===== src/rtl/i2c_slave_if.sv =====
// i2c_slave_if: open-drain I2C bus pins plus the local byte-streaming handshake of the target.
// sda is the wired-AND bus level; sda_oe=1 means the target pulls SDA low, 0 means released (z).
interface i2c_slave_if;
    logic       scl;
    logic       sda_m;
    logic       sda_oe;
    logic       sda;
    logic [7:0] rx_data;
    logic [7:0] tx_data;
    logic       rx_valid;
    logic       tx_req;
    logic       addr_hit;
    logic       rw;
    logic       busy;
    assign sda = sda_m & ~sda_oe;
    modport slave (
        input  scl, sda, tx_data,
        output sda_oe, rx_data, rx_valid, tx_req, addr_hit, rw, busy
    );
    modport master (
        output scl, sda_m, tx_data,
        input  sda, sda_oe, rx_data, rx_valid, tx_req, addr_hit, rw, busy
    );
endinterface


===== src/rtl/i2c_slave.sv =====
// i2c_slave: I2C target that matches OWN_ADDR, ACKs, delivers written bytes and serves read bytes.
// Define I2C_SLAVE_GLITCH_FILTER_EN to add a 3-sample majority filter after each synchronizer.
module i2c_slave #(
    parameter logic [6:0] OWN_ADDR = 7'h2A
) (
    input logic        clk,
    input logic        rst_n,
    i2c_slave_if.slave bus
);
    typedef enum logic [2:0] {IDLE, ADDR, ADDR_ACK, WR_DATA, WR_ACK, RD_DATA, RD_ACK, WAIT_STOP} state_t;
    state_t     state, state_n;
    logic [1:0] scl_s, sda_s;
    logic       scl_f, sda_f, scl_p, sda_p;
    logic       rise, fall, start, stop;
    logic [2:0] cnt, cnt_n;
    logic [7:0] sh, sh_n, rx_data_n;
    logic       oe_n, rw_n, busy_n, rx_valid_n, tx_req_n, addr_hit_n;

    always_ff @(posedge clk or negedge rst_n)
        if (!rst_n) begin
            scl_s <= 2'b11;
            sda_s <= 2'b11;
            scl_p <= 1'b1;
            sda_p <= 1'b1;
        end else begin
            scl_s <= {scl_s[0], bus.scl};
            sda_s <= {sda_s[0], bus.sda};
            scl_p <= scl_f;
            sda_p <= sda_f;
        end

`ifdef I2C_SLAVE_GLITCH_FILTER_EN
    logic [2:0] scl_h, sda_h;
    function automatic logic maj3(input logic [2:0] v);
        return (v[0] & v[1]) | (v[0] & v[2]) | (v[1] & v[2]);
    endfunction
    always_ff @(posedge clk or negedge rst_n)
        if (!rst_n) begin
            scl_h <= 3'b111;
            sda_h <= 3'b111;
        end else begin
            scl_h <= {scl_h[1:0], scl_s[1]};
            sda_h <= {sda_h[1:0], sda_s[1]};
        end
    assign scl_f = maj3(scl_h);
    assign sda_f = maj3(sda_h);
`else
    assign scl_f = scl_s[1];
    assign sda_f = sda_s[1];
`endif

    assign rise  = scl_f & ~scl_p;
    assign fall  = ~scl_f & scl_p;
    assign start = scl_f & scl_p & sda_p & ~sda_f;
    assign stop  = scl_f & scl_p & ~sda_p & sda_f;

    always_ff @(posedge clk or negedge rst_n)
        if (!rst_n) begin
            state        <= IDLE;
            cnt          <= 3'd7;
            sh           <= '0;
            bus.sda_oe   <= 1'b0;
            bus.rx_data  <= '0;
            bus.rx_valid <= 1'b0;
            bus.tx_req   <= 1'b0;
            bus.addr_hit <= 1'b0;
            bus.rw       <= 1'b0;
            bus.busy     <= 1'b0;
        end else begin
            state        <= state_n;
            cnt          <= cnt_n;
            sh           <= sh_n;
            bus.sda_oe   <= oe_n;
            bus.rx_data  <= rx_data_n;
            bus.rx_valid <= rx_valid_n;
            bus.tx_req   <= tx_req_n;
            bus.addr_hit <= addr_hit_n;
            bus.rw       <= rw_n;
            bus.busy     <= busy_n;
        end

    // The counter wraps 0 -> 7 on its own, which is the reload at every byte boundary.
    // In the ACK states sda_oe doubles as the phase flag: first fall drives, second fall releases.
    always_comb begin
        state_n    = state;
        cnt_n      = cnt;
        sh_n       = sh;
        oe_n       = bus.sda_oe;
        rx_data_n  = bus.rx_data;
        rw_n       = bus.rw;
        busy_n     = bus.busy;
        rx_valid_n = 1'b0;
        tx_req_n   = 1'b0;
        addr_hit_n = 1'b0;
        if (start) begin
            state_n = ADDR;
            cnt_n   = 3'd7;
            oe_n    = 1'b0;
        end else if (stop) begin
            state_n = IDLE;
            oe_n    = 1'b0;
            busy_n  = 1'b0;
        end else begin
            case (state)
                ADDR: if (rise) begin
                    sh_n  = {sh[6:0], sda_f};
                    cnt_n = cnt - 3'd1;
                    if (cnt == 3'd0) begin
                        state_n    = (sh[6:0] == OWN_ADDR) ? ADDR_ACK : IDLE;
                        busy_n     = sh[6:0] == OWN_ADDR;
                        addr_hit_n = sh[6:0] == OWN_ADDR;
                        rw_n       = (sh[6:0] == OWN_ADDR) ? sda_f : bus.rw;
                    end
                end
                ADDR_ACK: if (fall) begin
                    if (!bus.sda_oe) oe_n = 1'b1;
                    else if (bus.rw) begin
                        tx_req_n = 1'b1;
                        sh_n     = bus.tx_data;
                        oe_n     = ~bus.tx_data[7];
                        state_n  = RD_DATA;
                    end else begin
                        oe_n    = 1'b0;
                        state_n = WR_DATA;
                    end
                end
                WR_DATA: if (rise) begin
                    sh_n    = {sh[6:0], sda_f};
                    cnt_n   = cnt - 3'd1;
                    state_n = (cnt == 3'd0) ? WR_ACK : WR_DATA;
                end
                WR_ACK: if (fall) begin
                    if (!bus.sda_oe) begin
                        rx_data_n  = sh;
                        rx_valid_n = 1'b1;
                        oe_n       = 1'b1;
                    end else begin
                        oe_n    = 1'b0;
                        state_n = WR_DATA;
                    end
                end
                RD_DATA: if (fall) begin
                    cnt_n   = cnt - 3'd1;
                    sh_n    = {sh[6:0], 1'b0};
                    oe_n    = (cnt == 3'd0) ? 1'b0 : ~sh[6];
                    state_n = (cnt == 3'd0) ? RD_ACK : RD_DATA;
                end
                RD_ACK:
                    if (rise && sda_f) state_n = WAIT_STOP;
                    else if (fall) begin
                        tx_req_n = 1'b1;
                        sh_n     = bus.tx_data;
                        oe_n     = ~bus.tx_data[7];
                        state_n  = RD_DATA;
                    end
                IDLE, WAIT_STOP: oe_n = 1'b0;
                default: state_n = IDLE;
            endcase
        end
    end
endmodule

===== src/flat_wrapper.sv =====
// flat-port wrapper written by rule: the top's interface ports become plain ports
module i2c_slave_flat 
#(
    parameter logic [6:0] OWN_ADDR = 7'h2A
)
  (clk, rst_n, bus_scl, bus_tx_data, bus_sda_oe, bus_rx_data, bus_rx_valid, bus_tx_req, bus_addr_hit, bus_rw, bus_busy);
  i2c_slave_if bus_i ();
  input logic clk;
  input logic rst_n;
  input wire logic [$bits(bus_i.scl)-1:0] bus_scl;
  input wire logic [$bits(bus_i.tx_data)-1:0] bus_tx_data;
  output wire logic [$bits(bus_i.sda_oe)-1:0] bus_sda_oe;
  output wire logic [$bits(bus_i.rx_data)-1:0] bus_rx_data;
  output wire logic [$bits(bus_i.rx_valid)-1:0] bus_rx_valid;
  output wire logic [$bits(bus_i.tx_req)-1:0] bus_tx_req;
  output wire logic [$bits(bus_i.addr_hit)-1:0] bus_addr_hit;
  output wire logic [$bits(bus_i.rw)-1:0] bus_rw;
  output wire logic [$bits(bus_i.busy)-1:0] bus_busy;
  assign bus_i.scl = bus_scl;
  assign bus_i.tx_data = bus_tx_data;
  assign bus_sda_oe = bus_i.sda_oe;
  assign bus_rx_data = bus_i.rx_data;
  assign bus_rx_valid = bus_i.rx_valid;
  assign bus_tx_req = bus_i.tx_req;
  assign bus_addr_hit = bus_i.addr_hit;
  assign bus_rw = bus_i.rw;
  assign bus_busy = bus_i.busy;
  i2c_slave #(.OWN_ADDR(OWN_ADDR)) u_core (.clk(clk), .rst_n(rst_n), .bus(bus_i));
endmodule

===== config.mk =====
export PLATFORM = sky130hd
export DESIGN_NAME = i2c_slave_flat
export DESIGN_NICKNAME = d
export VERILOG_FILES = /design/src/rtl/i2c_slave_if.sv /design/src/rtl/i2c_slave.sv /design/src/flat_wrapper.sv
export SDC_FILE = /design/constraint.sdc
export NUM_CORES = 1
export LEC_CHECK = 0
export BUFFER_PORTS_ARGS = -buffer_cell sky130_fd_sc_hd__buf_4
export CAP_MARGIN = 20
export CELL_PAD_IN_SITES_DETAIL_PLACEMENT = 0
export CELL_PAD_IN_SITES_GLOBAL_PLACEMENT = 2
export CORE_AREA = 5 5 73 75
export CTS_CLUSTER_DIAMETER = 30
export CTS_CLUSTER_SIZE = 14
export DETAILED_ROUTE_END_ITERATION = 10
export DIE_AREA = 0 0 78 80
export HOLD_SLACK_MARGIN = 0.05
export PLACE_DENSITY_LB_ADDON = 0.25
export SYNTH_ARGS = -nofsm -noshare
export SYNTH_HDL_FRONTEND = slang
export SYNTH_SLANG_ARGS = --single-unit

===== constraint.sdc =====
create_clock -name clk -period 4.9 [get_ports clk]
set_input_delay 0.98 -clock clk [delete_from_list [all_inputs] [get_ports clk]]
set_output_delay 0.98 -clock clk [all_outputs]
set_load 0.01 [all_outputs]

==> metrics.csv, run 1 <==
stage,metric,value,unit
synth,synth_top_family_by_area,simple AND/OR/NAND/NOR gates,
pwr,powerDensity,577,nW/um2
timing,hold_viol,0,
place,gp_congestion,0.827,
timing,fmax,439,MHz
timing,skew,6.25,ps
floorplan,die_h,80,um
drt,vias,1375,
cts,clock-sinks,34,
cells_and_area,final_common_cell,dfrtp_1,
synth,ys.flop_type,dfrtp_1,
floorplan,start_util,37.9,%
cells_and_area,area.growth.synth_to_final,17.7,%
drt,wl,3950,um
drt,drt_iter0_drc,89,
timing,setup_total_negative_slack,0,ps
cts,cts.htree.levels,2,
synth,yosysUniqueCellTypes,42,
synth,synthSimpleGateAreaFrac,17.9,%
cells_and_area,fin_util,44.6,%
cts,cts_root_buf,clkbuf_8,
pwr,irDropWorstVdd,0.213,mV
cells_and_area,drive_gt1_share,28.9,%
timing,finalCriticalPeriod,2280,ps
critical_path,criticalPathCategory,reg -> reg,
global_route,grt_pass1_vias,1407,
cts,clk_latency,280,ps
cts,post_cts_buffers,0,
cts,numCtsBuffers,5,
critical_path,crit_arrival,2400,ps
critical_path,crit_path_start_kind,register,
critical_path,crit_chain,"and4bb_2, o21a_1, nor2_1, o21ai_0",
drt,ant_nets,0,
cells_and_area,final_nets,207,
synth,syn-num-nets,182,
critical_path,cp_top_family,simple AND/OR/NAND/NOR gates,
place,dp_cells,240,
global_route,grt_pass1_wl,6750,um
floorplan,die_w,78,um
synth,synth-adder-area-share,2.16,%
synth,synthXorXnorAreaFrac,1.01,%
timing,slew_headroom,40.3,%
floorplan,core_area,4600,um2
drt,drt-pass1-iter-count,4,
timing,min_period_over_period,46.5,%
drt,detail_route.drc_violations,0,
timing,tightest_slew,893,ps
drt,routed_via_density,5.54,
cells_and_area,regArea,862,um2
cts,cts_tree,done,
cells_and_area,final_cell_mix,"dfrtp_1, buf_4, nand2_1, o21ai_0, mux2_2",
timing,rsz0062_at_grt,false,
synth,syn_avg_cell_area,10.4,um2
critical_path,worstPathRequired,5020,ps
global_route,track_usage,13.7,%
global_route,antenna_found_initial,0,
outcome,status,finished clean,
cts,cts_resized,0,
cts,ctsHoldBuffers,0,
synth,syn_area,1740,um2
place,dp_hpwl,2880,um
synth,yosysSeqAreaShare,49.5,%
critical_path,slowest_delay,680,ps
cells_and_area,n_fill_cell,437,
timing,slew_violations,0,
cells_and_area,layoutNonFillerInstCount,248,
run,drv_cap,0,
drt,wl_per_cell,15.9,um
cts,clock_path_buffers,2,
critical_path,crit_fanout,21,
cells_and_area,multi_input_area,831,um2
global_route,grt_overflow_total,0,
synth,synth_edf_count,0,
floorplan,io_pins,25,
global_route,grt_max_degree,35,
pwr,p_leak,0.940,nW
cells_and_area,diodes,0,
synth,synthMuxAreaShare,11.1,%
place,io_buffer_count,24,
worst_hold_path,hold_class,reg -> reg,
critical_path,endpoint_kind,register,
synth,synth_warnings,1,
synth,synth_compound_area_share,15.4,%
timing,finalSetupViolCount,0,
synth,ys_async_sr_fraction,100,%
floorplan,die-area,6240,um2
critical_path,slowest_stage,nor2_1,
cts,clk_pin_slew_worst_paths,70,ps
floorplan,core.rowCount,25,
synth,synth_seq_cells,34,
critical_path,path_buf_inv,0,
synth,synth_cells,168,
## per-layer routing
layer  track usage (%)  part of all wire, %
met1              18.2                   48
met2              21.3                   47
met3              3.50                  3.9
met4              5.57                  1.4
met5                 0                    0
## through the flow
stage	worst slack [ps]	cell area (um2)	hold slack (ps)	power, mW
after floorplan	2840	1740	345	0.828
after global placement	2740	1960	346	0.967
after detailed placement	2650	1960	349	0.979
after CTS	2640	2050	358	1.19
after global routing	2390	2050	364	1.28
final	2620	2050	356	1.18
## kinds of logic (layout without fill, tap and decap cells)
kind of cell / after synthesis / in the layout
xor gates and xnor gates: 2 / 2
buffers and inverters: 11 / 37
adders and majority gates: 3 / 3
AOI/OAI and AO/OA: 42 / 42
muxes: 18 / 18
and+or+nand+nor: 57 / 57
other: 1 / 1
DFF: 34 / 34
## synthesized netlist by cell type, types with 2 or more instances
master,count,share of area (%)
ha_1,3,2.2
xor2_1,2,1.0
and2b_2,2,1.0
o211ai_1,5,2.2
nor4bb_1,2,1.1
nand2b_1,4,1.4
nand3_1,3,0.86
nor3b_1,2,0.86
buf_2,2,0.57
clkbuf_1,2,0.43
a21oi_1,8,2.3
dfstp_2,9,14
nor3_1,4,1.1
mux2i_1,8,4.6
nor2b_1,3,1.1
a211oi_1,3,1.3
nand2_1,20,4.3
inv_1,5,1.1
a2bb2oi_1,2,1.0
o21ai_0,14,4.0
dfrtp_1,25,36
nand4b_1,2,1.0
nor2_1,7,1.5
mux2_2,10,6.5
nand4_1,2,0.72
a22oi_1,3,1.3
## sequential cells by signal, indices dropped and copies added (netlist names)
signal and count:
u_core.bus.rx_data 8, u_core.sh 8, u_core.cnt 3, u_core.state 3, u_core.scl_s 2, u_core.sda_s 2, u_core.bus.addr_hit 1, u_core.bus.busy 1
u_core.bus.rw 1, u_core.bus.rx_valid 1, u_core.bus.sda_oe 1, u_core.bus.tx_req 1, u_core.scl_p 1, u_core.sda_p 1
## layout make-up
type	instances	share of cell area [%]
Multi-Input combinational cell	123	40.5
Sequential cell	34	42.1
Clock buffer	8	4.40
Timing Repair Buffer	24	8.79
Tap cell	54	3.30
Inverter	5	0.916
## power by group
group | total (mW) | leakage, nW | internal [mW] | switching [mW]
clock | 0.211 | 0.0455 | 0.115 | 0.0963
combinational | 0.471 | 0.481 | 0.236 | 0.235
sequential | 0.501 | 0.414 | 0.384 | 0.117
## final timing paths
check / from / to / slack (ps) / cells past startpoint
max in group asynchronous: rst_n / u_core.sda_s[1]$_DFF_PN1_ / 3930 / 1
max: u_core.state[2]$_DFFE_PN0P_ / u_core.sh[7]$_DFFE_PN0P_ / 2620 / 4
min in group asynchronous: rst_n / u_core.state[2]$_DFFE_PN0P_ / 640 / 1
max reg2reg: u_core.state[2]$_DFFE_PN0P_ / u_core.sh[7]$_DFFE_PN0P_ / 2620 / 4
min reg2reg: u_core.scl_s[0]$_DFF_PN1_ / u_core.scl_s[1]$_DFF_PN1_ / 360 / 0
min: u_core.scl_s[0]$_DFF_PN1_ / u_core.scl_s[1]$_DFF_PN1_ / 360 / 0
## worst register-to-register path: stages (launching register included)
cell and delay, ps:
dfrtp_1 610, and4bb_2 380, o21a_1 220, nor2_1 680
o21ai_0 230
Power figures use the tool's default switching activity.
==> run 2: changes to the inputs <==
- ABC_AREA: not set -> 1
- CORE_AREA: 5 5 73 75 -> 5 5 86 88
- DIE_AREA: 0 0 78 80 -> 0 0 91 93
- clock period: 4.9 -> 2.05 ns (I/O delays scaled with it)
==> metrics.csv, run 2 <==
stage,metric,value,unit,change
outcome,status,finished clean,,unchanged
critical_path,worstPathRequired,2230,ps,was 5020 ps
cts,numCtsBuffers,5,,unchanged
floorplan,core_area,6570,um2,was 4600 um2
synth,synth_cells,244,,was 168
drt,dr_wl_met2,2460,um,was 1840 um
timing,finalCriticalPeriod,1740,ps,was 2280 ps
floorplan,die-area,8460,um2,was 6240 um2
global_route,grt_pass1_wl,8290,um,was 6750 um
cts,clock-sinks,34,,unchanged
synth,syn_area,1820,um2,was 1740 um2
timing,finalSetupViolCount,0,,unchanged
synth,synth_seq_cells,34,,unchanged
drt,wl,4920,um,was 3950 um
drt,detail_route.drc_violations,0,,unchanged
cts,clk_latency,290,ps,was 280 ps
global_route,grt_max_degree,35,,unchanged
synth,synth_area_leader_cell,dfrtp_1,,unchanged
cts,post_cts_buffers,0,,unchanged
floorplan,die_w,91,um,was 78 um
critical_path,endpoint_kind,register,,unchanged
synth,synth_edf_count,0,,unchanged
floorplan,start_util,27.8,%,was 37.9%
timing,fmax,574,MHz,was 439 MHz
cts,clk_pin_slew_worst_paths,80,ps,was 70 ps
worst_hold_path,hold_class,in -> async,,was reg -> reg
cells_and_area,drive_gt1_share,21.4,%,was 28.9%
cts,cts_resized,0,,unchanged
pwr,irDropWorstVdd,0.316,mV,was 0.213 mV
floorplan,core.rowCount,30,,was 25
drt,highest_layer,met4,,unchanged
synth,yosys-top-cells-area,"dfrtp_1, nand2_1, dfstp_2",,"was dfrtp_1, dfstp_2, mux2_2"
timing,skew,7.89,ps,was 6.25 ps
timing,slew_violations,0,,unchanged
synth,yosysSeqAreaShare,47.3,%,was 49.5%
cts,ctsHoldBuffers,0,,unchanged
drt,routed_via_density,4.58,,was 5.54
synth,yosysUniqueCellTypes,22,,was 42
synth,netlist_top_cells_count,"nand2_1, nand3_1, dfrtp_1, inv_1, nor2_1",,"was dfrtp_1, nand2_1, o21ai_0"
drt,vias,1629,,was 1375
drt,dr_wl_met3,166,um,was 155 um
synth,syn_avg_cell_area,7.48,um2,was 10.4 um2
cells_and_area,reg_top3,"u_core.bus.rx_data (8), u_core.sh (8)",,unchanged
place,gp_congestion,0.825,,was 0.827
drt,wirelength_met1,2250,um,was 1900 um
global_route,track_usage,12.4,%,was 13.7%
cells_and_area,fin_area,2190,um2,was 2050 um2
place,io_buffer_count,24,,unchanged
floorplan,die_h,93,um,was 80 um
timing,rsz0062_at_grt,false,,unchanged
cells_and_area,diodes,0,,unchanged
cts,cts_root_buf,clkbuf_8,,unchanged
cts,cts_tree,done,,unchanged
synth,netlist.area_leader.share,34.3,%,was 35.9%
critical_path,crit_path_start_kind,register,,unchanged
cts,clock_path_buffers,2,,unchanged
critical_path,crit_arrival,1920,ps,was 2400 ps
synth,syn-num-nets,258,,was 182
cells_and_area,area.growth.synth_to_final,20.3,%,was 17.7%
run,drv_cap,0,,unchanged
floorplan,io_pins,25,,unchanged
synth,ys.flop_type,dfrtp_1,,unchanged
synth,ys_async_sr_fraction,100,%,unchanged
timing,setup_total_negative_slack,0,ps,unchanged
drt,ant_nets,0,,unchanged
cells_and_area,final_nets,289,,was 207
global_route,antenna_found_initial,0,,unchanged
cells_and_area,final_common_cell,nand2_1,,was dfrtp_1
place,dpl-instance-area,2110,um2,was 1960 um2
timing,hold_viol,0,,unchanged
pwr,p_leak,1.18,nW,was 0.940 nW
synth,synth.most_common_cell,nand2_1,,was dfrtp_1
timing,min_period_over_period,85.0,%,was 46.5%
drt,wl_per_cell,13.8,um,was 15.9 um
critical_path,crit_fanout,9,,was 21
drt,drt-pass1-iter-count,4,,unchanged
global_route,grt_pass1_vias,1632,,was 1407
place,dp_hpwl,3720,um,was 2880 um
critical_path,criticalPathCategory,reg -> reg,,unchanged
synth,synth_warnings,1,,unchanged
pwr,powerDensity,1040,nW/um2,was 577 nW/um2
global_route,grt_overflow_total,0,,unchanged
cells_and_area,final_cell_mix,"nand2_1, nand3_1, buf_4, inv_1, dfrtp_1",,"was dfrtp_1, buf_4, nand2_1, o21ai_0, mux2_2"
drt,drt_iter0_drc,59,,was 89
cts,cts.htree.levels,2,,unchanged
pwr,power,2.29,mW,was 1.18 mW
-- run 2: cell types whose count changed after synthesis, moves of 5 or more --
| cell | delta |
|---|---|
| inv_1 | +20 |
| mux2_2 | -10 |
| mux2i_1 | -8 |
| nand2_1 | +65 |
| nand3_1 | +26 |
| nor2_1 | +14 |
| o211ai_1 | -5 |
| o21ai_0 | -5 |
| o21ai_1 | +6 |
-- run 2: final cells by class --
class	count	area, um2
repair buffers	27	203
multi-input cells	179	840
clock inverters	3	16.3
clock buffers	5	68.8
fillers	737	4370
inverters	28	105
flip-flops and latches	34	862
well taps	80	100
-- run 2: per-stage QoR --
stage / util [%] / instances / setup WS (ps) / hold WS (ps)
CTS: 33.4 / 356 / 303 / 82.1
floorplan: - / 244 / 493 / 114
global route: 33.4 / 356 / 143 / 107
finish: 33.4 / 356 / 308 / 65.3
global placement: 32.1 / 348 / 327 / 346
detailed placement: 32.1 / 348 / 315 / 347
-- run 2: final timing paths --
path                                            from  slack [ps]                             to  cells after the start
max reg2reg                   u_core.scl_p$_DFF_PN1_         310       u_core.sh[3]$_DFFE_PN0P_                      9
max in group asynchronous                      rst_n        1620      u_core.cnt[2]$_DFFE_PN1P_                      1
min in group clk                             bus_scl         230      u_core.scl_s[0]$_DFF_PN1_                      1
max                           u_core.scl_p$_DFF_PN1_         310       u_core.sh[3]$_DFFE_PN0P_                      9
min                                            rst_n          70  u_core.bus.sda_oe$_DFFE_PN0P_                      1
min reg2reg                u_core.scl_s[0]$_DFF_PN1_         360      u_core.scl_s[1]$_DFF_PN1_                      0
-- run 2: metal layers --
layer  track usage, %  up-vias
met5                0        -
met4             4.03        0
met3             3.14        4
met2             21.9       23
met1             14.8      770
li1                 -      832
-- run 2: cell families (layout without fill, tap and decap cells) --
| kind of cell | Yosys count | after routing | synth area share, % |
|---|---|---|---|
| AND/OR/NAND/NOR | 153 | 153 | 37.7 |
| buffers and inverters | 31 | 63 | 6.72 |
| adder cells (fa/ha/maj) | 3 | 3 | 2.06 |
| AO/OA/AOI/OAI | 22 | 22 | 6.04 |
| flip-flops | 34 | 34 | 47.3 |
| other | 1 | 1 | 0.206 |
-- run 2: power breakdown --
part / internal [mW] / switching (mW)
clock network: 0.233 / 0.269
logic: 0.282 / 0.565
registers: 0.829 / 0.113
total: 1.34 / 0.948
-- run 2: critical path: stages, from the launching register on --
cell and delay, ps:
dfstp_2 530, inv_1 70, nor2_2 180, inv_1 130, o21ai_0 160, nand2_1 100, nor2_4 220, nand2_4 120
nand2_1 80, nand2_1 50
